==> config.mk <==
export PLATFORM = sky130hd
export DESIGN_NAME = pwm_multi_gen
export DESIGN_NICKNAME = d
export VERILOG_FILES = /design/src/rtl/pwm_multi_gen.sv
export SDC_FILE = /design/constraint.sdc
export NUM_CORES = 1
export LEC_CHECK = 0
export BUFFER_PORTS_ARGS = -buffer_cell sky130_fd_sc_hd__clkbuf_2
export CAP_MARGIN = 20
export CORE_MARGIN = 4
export CORE_UTILIZATION = 50
export DETAILED_ROUTE_END_ITERATION = 8
export GPL_TIMING_DRIVEN = 0
export PLACE_DENSITY = 0.72
export SYNTH_ARGS = -nofsm -noshare
export SYNTH_HDL_FRONTEND = slang
export SYNTH_SLANG_ARGS = --single-unit
==> constraint.sdc <==
create_clock -name clk50 -period 6.05 [get_ports clk50]
set_input_delay 1.21 -clock clk50 [delete_from_list [all_inputs] [get_ports clk50]]
set_output_delay 1.21 -clock clk50 [all_outputs]
set_load 0.005 [all_outputs]
==> src/rtl/pwm_multi_gen.sv <==
// pwm_multi_gen: CH-channel PWM generator with double-buffered period/duty applied at period boundaries.
// Optional build macro PWM_SYNC_EN adds a sync_in port that restarts every enabled channel together.
module pwm_multi_gen #(
    parameter int CH         = 4,
    parameter int CNT_W      = 16,
    parameter int DEF_PERIOD = 49,
    parameter int DEF_DUTY   = 25,
    localparam int CH_W      = (CH > 1) ? $clog2(CH) : 1
) (
    input  logic             clk50,
    input  logic             rst_n,
`ifdef PWM_SYNC_EN
    input  logic             sync_in,
`endif
    input  logic [CH-1:0]    en,
    input  logic             wr_en,
    input  logic [CH_W-1:0]  wr_ch,
    input  logic [CNT_W-1:0] wr_period,
    input  logic [CNT_W-1:0] wr_duty,
    output logic [CH-1:0]    pwm_out,
    output logic [CH-1:0]    period_tick,
    output logic [CH-1:0]    upd_pend
);

    typedef struct packed {
        logic [CNT_W-1:0] period;
        logic [CNT_W-1:0] duty;
    } cfg_t;

    localparam cfg_t DEF_CFG = '{period: CNT_W'(DEF_PERIOD), duty: CNT_W'(DEF_DUTY)};

    logic sync_w;

`ifdef PWM_SYNC_EN
    assign sync_w = sync_in;
`else
    assign sync_w = 1'b0;
`endif

    for (genvar i = 0; i < CH; i++) begin : g_ch
        logic [CNT_W-1:0] cnt_q, cnt_d;
        cfg_t             act_q, act_d;
        cfg_t             shd_q, shd_d;
        logic             pend_q, pend_d;
        logic             run_q;
        logic             pwm_q, pwm_d;
        logic             tick_q, tick_d;
        logic             wr_hit;
        logic             xfer;

        // An out-of-range wr_ch matches no channel, so the write is dropped.
        assign wr_hit = wr_en && (int'(wr_ch) == i);

        always_comb begin
            // NOTE: every signal driven here gets a default first so no latch is inferred.
            cnt_d  = cnt_q;
            act_d  = act_q;
            shd_d  = shd_q;
            pend_d = pend_q;
            xfer   = 1'b0;

            if (!en[i]) begin
                cnt_d = '0;
                xfer  = 1'b1;
            end else if (sync_w || !run_q || (cnt_q == act_q.period)) begin
                // Restart: sync, first enabled cycle, or wrap by compare.
                cnt_d = '0;
                xfer  = 1'b1;
            end else begin
                cnt_d = cnt_q + 1'b1;
            end

            if (xfer) begin
                act_d  = shd_q;
                pend_d = 1'b0;
            end

            // A write in a transfer cycle lands in the shadow and stays pending.
            if (wr_hit) begin
                shd_d  = '{period: wr_period, duty: wr_duty};
                pend_d = 1'b1;
            end

            // NOTE: outputs use next-state cnt/active so the registered pwm/tick align with cnt.
            pwm_d  = en[i] && (cnt_d < act_d.duty);
            tick_d = en[i] && (cnt_d == act_d.period);
        end

        always_ff @(posedge clk50 or negedge rst_n) begin
            // NOTE: sequential state uses non-blocking assignments only.
            if (!rst_n) begin
                cnt_q  <= '0;
                act_q  <= DEF_CFG;
                shd_q  <= DEF_CFG;
                pend_q <= 1'b0;
                run_q  <= 1'b0;
                pwm_q  <= 1'b0;
                tick_q <= 1'b0;
            end else begin
                cnt_q  <= cnt_d;
                act_q  <= act_d;
                shd_q  <= shd_d;
                pend_q <= pend_d;
                run_q  <= en[i];
                pwm_q  <= pwm_d;
                tick_q <= tick_d;
            end
        end

        assign pwm_out[i]     = pwm_q;
        assign period_tick[i] = tick_q;
        assign upd_pend[i]    = pend_q;
    end

endmodule
; Word-level counts from Yosys, hierarchy flattened
; Cells that the tools add are included.
; W data, S select, Z words.
[totals]
regBits = 336
in_bits = 41
out_inout_bits = 12
elab_cells = 108
[op_classes]
addsub = 4
n_lt_le_gt_ge = 4
n_eq_ne = 11
mux = 28
n_reduce_logical = 25
[ops]
columns = op, count
row1 = $eq A16 B16 Y1, 8
row2 = $mux W16, 8
row3 = $mux W32, 4
row4 = $add A16 B1 Y16 const B, 4
row5 = $lt A16 B16 Y1, 4
row6 = $mux W1, 16
row7 = $logic_and A1 B1 Y1, 12
row8 = $reduce_bool A2 Y1, 4
row9 = $eq A2 B2 Y1 const B, 2
row10 = $logic_not A1 Y1, 4
row11 = $logic_or A1 B1 Y1, 4
row12 = $eq A2 B1 Y1 const B, 1
row13 = $logic_not A2 Y1, 1

; Longest topological paths before layout
[logic_depth]
word_depth = 7
mapped_depth = 16
ltp_nobuf = 14

; Least setup slack after synthesis
; OpenSTA, ideal clock, no wires.
[synth_timing]
path_type = input to register
from = input en[3]
to = register g_ch[3].pwm_q
setup_time_ps = 104
arrival_ps = 3641
required_ps = 5946
slack_ps = 2306
path_stages = 12
n_path_buf = 1
cell_sequence = nand2_1 a31oi_1 buf_2 mux2i_1 ha_1 a21o_1 a21o_1 a21o_1 a21o_1 a21o_1 a21o_1 a221oi_1
[synth_between]
elab_chain_cells = 4
word_cells_on_any_way = 5
cone_classes = order compare: 1 / mux: 3 / reduce/logical: 1
[synth_lines]
columns = item, line_no
row1 = "start, declared", 15  ; input logic [CH-1:0] en,
row2 = $mux W1, 62  ; if (!en[i]) begin
row3 = $mux W32, 73  ; if (xfer) begin
row4 = $lt A16 B16 Y1, 85  ; pwm_d = en[i] && (cnt_d < act_d.duty);
row5 = $logic_and A1 B1 Y1 *, 85
row6 = named net g_ch[3].pwm_d, 46  ; logic pwm_q, pwm_d;
row7 = "end signal, assigned", 105  ; pwm_q <= pwm_d;
row8 = "end, declared", 46
; The timed path passes the listed nets; every way through them passes the cells marked *.
; A chain may end at the register's enable or synchronous reset.

; Worst setup path after layout
[layout_timing]
from = register g_ch[3].cnt_q[12]
to = register g_ch[3].pwm_q
[layout_between]
elab_chain_cells = 7
word_cells_on_any_way = 10
cone_classes = add/sub: 1 / order compare: 1 / eq/ne: 1 / mux: 5 / reduce/logical: 2
[layout_lines]
columns = item, line_no
row1 = "start, declared", 41  ; logic [CNT_W-1:0] cnt_q, cnt_d;
row2 = "start signal, assigned", 100  ; cnt_q <= cnt_d;
row3 = "parallel branches: the longest is 5 deep, another holds $add A16 B1 Y16", -
row4 = $lt A16 B16 Y1 *, 85
row5 = $logic_and A1 B1 Y1 *, 85
row6 = named net g_ch[3].pwm_d, 46
; Mark *: on every way through the listed nets, which the timed path passes.

==> flow_summary.yaml <==
cells_and_area:
  num-nets-final: 1618
  fin_cells: 1983
  layout-drive-gt1-share_pct: 25.65
  area_growth_pct: 12.61
  fillers: 2735
  final_core_util_pct: 57.58
power_and_ir_drop:
  p_sw_share_pct: 26.39
  peakVddDrop_mv: 0.2222
  pwr-share-seq_pct: 48.0
  combinationalPowerShare_pct: 15.5
  pwr-share-clk_pct: 36.5
  p_int_w: 0.004470
  p_sw_w: 0.001603
  p_leak_nw: 8.775
  powerDensity_nw_per_um2: 321.7
floorplanning:
  die-area_um2: 36520
  fp.dieH_um: 191.1
  boundaryPins: 53
  die_w_um: 191.1
  row_count: 66
  start_util_pct: 51.14
  fp.coreArea_um2: 32780
timing:
  maxSlewViolCount: 0
  finalSetupViolations: 0
  fin_crit_ns: 4.324
  fin_skew_ns: 0.01359
  hold_violations: 0
  relSlewSlack_pct: 38.72
  worstMarginPinSlew_ns: 0.9149
  tns_ns: 0
  rsz0062_at_grt: "no"
  min_period_over_period_pct: 71.47
  max_freq_ghz: 0.2313
setup_path:
  r2r_start: "g_ch[3].cnt_q[12]"
  critPathMaxStageDelay_ns: 0.75
  cp_data_required_time_ns: 6.39
  cp_common_cell: "a21o_1"
  crit_chain: "clkbuf_1 > xor2_1 > nor4_1 > a31oi_1 > buf_2 > mux2i_1 > ha_1 > a21o_1 > a21o_1 > a21o_1 > a21o_1 > a21o_1 > a21o_1 > a221oi_1"
  worst_ep_arrival_time_ns: 4.66
  r2r_slack_ns: 1.73
  crit_type: "flop to flop"
  r2r-end: "g_ch[3].pwm_q"
  r2r_cells: 14
  start_kind: "flop"
  critPathCaptureType: "flop"
  cp_max_fo: 10
  critPathSlowestCell: "a31oi_1"
synthesis:
  ys_seq_area_share_pct: 50.51
  synthDominantCellAreaShare_pct: 42.99
  synthTopCellsByArea: "dfrtp_1 (43%), mux2_2 (12%), dfstp_2 (7.5%), ha_1 (4.8%), xnor2_1 (4.2%)"
  syn-cell-area_um2: 16760
  synth_edf_count: 0
  ys_seq_elements: 336
  synth_fp_nets: 1524
  yosysTopAreaCell: "dfrtp_1"
  synthCells: 1419
  synth_warnings: 0
  avgSynthCellArea_um2: 11.81
  yosysUniqueCellTypes: 70
  async_reset_ff_share_pct: 100.0
  synthFlopType: "dfrtp_1"
grt:
  grt_use_total_pct: 22.53
  grt_overflow: 0
  grt_pass1_vias: 11470
  antenna_found_initial: 1
  grt_pass1_wl_um: 63890
  grt_max_degree: 113
detailed_routing:
  drc: 0
  postRouteAntennaNets: 0
  drt_iter0_drc: 628
  routed_wl_um: 40030
  dr_total_vias: 11070
  drtPass1Iterations: 5
  routedWlPerCell_um: 20.19
  viasPerCell: 5.580
placement:
  gp_congestion: 0.9355
  portBuffers: 52
  post-dp-hpwl_um: 29190
  dpl.cell_count: 1917
job:
  max_cap_violations: 0
clocking:
  clkTransAtPathRegs_ns: 0.06
  h-tree-depth: 2
  post_cts_resized: 0
  cts_sinks: 336
  ctsHoldBuffers: 0
  cts_buffer_depth: 3
  clk_latency_ns: 0.52
  postCtsSetupBuffers: 0
  cts_tree: "done"
  cts-buffers-inserted: 36
  root_buffer: "clkbuf_16"
min_path:
  min_path_type: "flop to flop"
  hold-path-endpoint: "g_ch[2].act_q[6]"
  holdPathStages: 2
  worstHoldStart: "g_ch[2].act_q[6]"
run_status:
  outcome: "finished, final reports clean"
-- state kept, by name, indices dropped and copies added, names as in the netlist --
name,cells
g_ch.act_q,128
g_ch.pwm_q,4
g_ch.run_q,4
g_ch.shd_q,128
g_ch.tick_q,4
g_ch.pend_q,4
g_ch.cnt_q,64
-- cell usage after synthesis, types with 22 or more instances --
| cell | count |
|---|---|
| a21oi_1 | 24 |
| xor2_1 | 69 |
| nor2_1 | 74 |
| mux2i_1 | 60 |
| ha_1 | 64 |
| nor4_1 | 29 |
| clkbuf_1 | 30 |
| buf_2 | 22 |
| a21o_1 | 27 |
| nand2_1 | 73 |
| dfstp_2 | 48 |
| xnor2_1 | 81 |
| mux2_2 | 174 |
| dfrtp_1 | 288 |
| nand4_1 | 32 |
| inv_1 | 80 |
| nor2b_1 | 22 |
| nand3_1 | 35 |
-- cells by family after synthesis --
group | after synthesis | share of synthesized area [%]
AND/OR/NAND/NOR | 351 | 11.27
flip-flops | 336 | 50.51
multiplexers | 238 | 15.54
XOR/XNOR | 158 | 8.926
buffers and inverters | 150 | 3.866
AO/OA/AOI/OAI | 122 | 5.112
adder cells (fa/ha/maj) | 64 | 4.776
-- critical path: cells and delay by family (launching register included) --
family	cells	cell delay, ns
muxes	1	0.27
adders and majority gates	1	0.28
DFF	1	0.32
and+or+nand+nor	1	0.08
AOI/OAI and AO/OA	8	2.28
buffers and inverters	2	0.72
xor gates and xnor gates	1	0.20
-- per-layer routing --
metal  share of wire (%)  up-vias  GRT usage, %
met2                  47      241         37.31
met3                 4.6       80         3.853
li1                    -     5151             -
met1                  45     5594         30.59
met5                   0        -             0
met4                 3.3        0         6.989
-- final cells by class --
cell class | instances | area [um^2] | area share [%]
timing repair buffer | 56 | 356.6 | 1.889
clock buffer | 54 | 1060 | 5.614
multi-input combinational | 933 | 7649 | 40.52
sequential | 336 | 8468 | 44.86
clock inverter | 11 | 141.4 | 0.7489
tap | 442 | 553.0 | 2.929
antenna | 1 | 2.502 | 0.01326
buffer | 69 | 344.1 | 1.823
inverter | 81 | 304.0 | 1.611
-- how the worst max path moves through the flow --
stage,startpoint,endpoint,slack (ns),cells past startpoint
after floorplan,en[3],g_ch[3].pwm_q,2.31,12
after global placement,rst_n,g_ch[0].act_q[7],-3.31,1
after detailed placement,en[3],g_ch[3].pwm_q,1.25,13
after CTS,g_ch[3].cnt_q[12],g_ch[3].pwm_q,1.75,14
after global routing,g_ch[3].cnt_q[12],g_ch[3].pwm_q,1.46,14
final,g_ch[3].cnt_q[12],g_ch[3].pwm_q,1.73,14
-- power groups by stage --
stage / Clock, W / Combinational, W / Sequential (W)
4_1_cts: 0.00227 / 0.000949 / 0.00291
6_report: 0.00222 / 0.000939 / 0.00291
2_1_floorplan: 0 / 0.000690 / 0.00285
3_3_place_gp: 0 / 0.000901 / 0.00294
3_5_place_dp: 0 / 0.000941 / 0.00295
5_1_grt: 0.00237 / 0.00105 / 0.00296
-- cells in the final DEF (no fill, tap or decap), drive strengths merged, types with 6 or more instances in the layout --
cell / netlist / layout
xor2: 69 / 69
clkbuf: 34 / 140
nand2: 73 / 73
ha: 64 / 64
nor2: 74 / 74
xnor2: 81 / 81
nand3: 37 / 37
nor2b: 22 / 22
dfstp: 48 / 48
nor3: 20 / 20
buf: 35 / 39
nand2b: 10 / 10
clkinv: 0 / 6
mux2: 178 / 178
and3: 7 / 7
xnor3: 6 / 6
a21oi: 24 / 24
inv: 81 / 83
mux2i: 60 / 60
a21o: 27 / 27
nor4: 34 / 34
nand4: 36 / 36
dfrtp: 288 / 288
and2: 13 / 13
o21ai: 20 / 20
-- metrics by stage --
| step | power [W] | cell area [um^2] | setup WS [ns] | hold WS, ns |
|---|---|---|---|---|
| after global routing | 0.006377 | 18880 | 1.459 | 0.5039 |
| after CTS | 0.006132 | 18880 | 1.750 | 0.4896 |
| after global placement | 0.003836 | 17580 | -3.309 | 0.4692 |
| final | 0.006073 | 18880 | 1.726 | 0.4855 |
| after floorplan | 0.003541 | 16760 | 2.306 | 0.4451 |
| after detailed placement | 0.003886 | 17670 | 1.250 | 0.4746 |
Power figures use the tool's default switching activity.
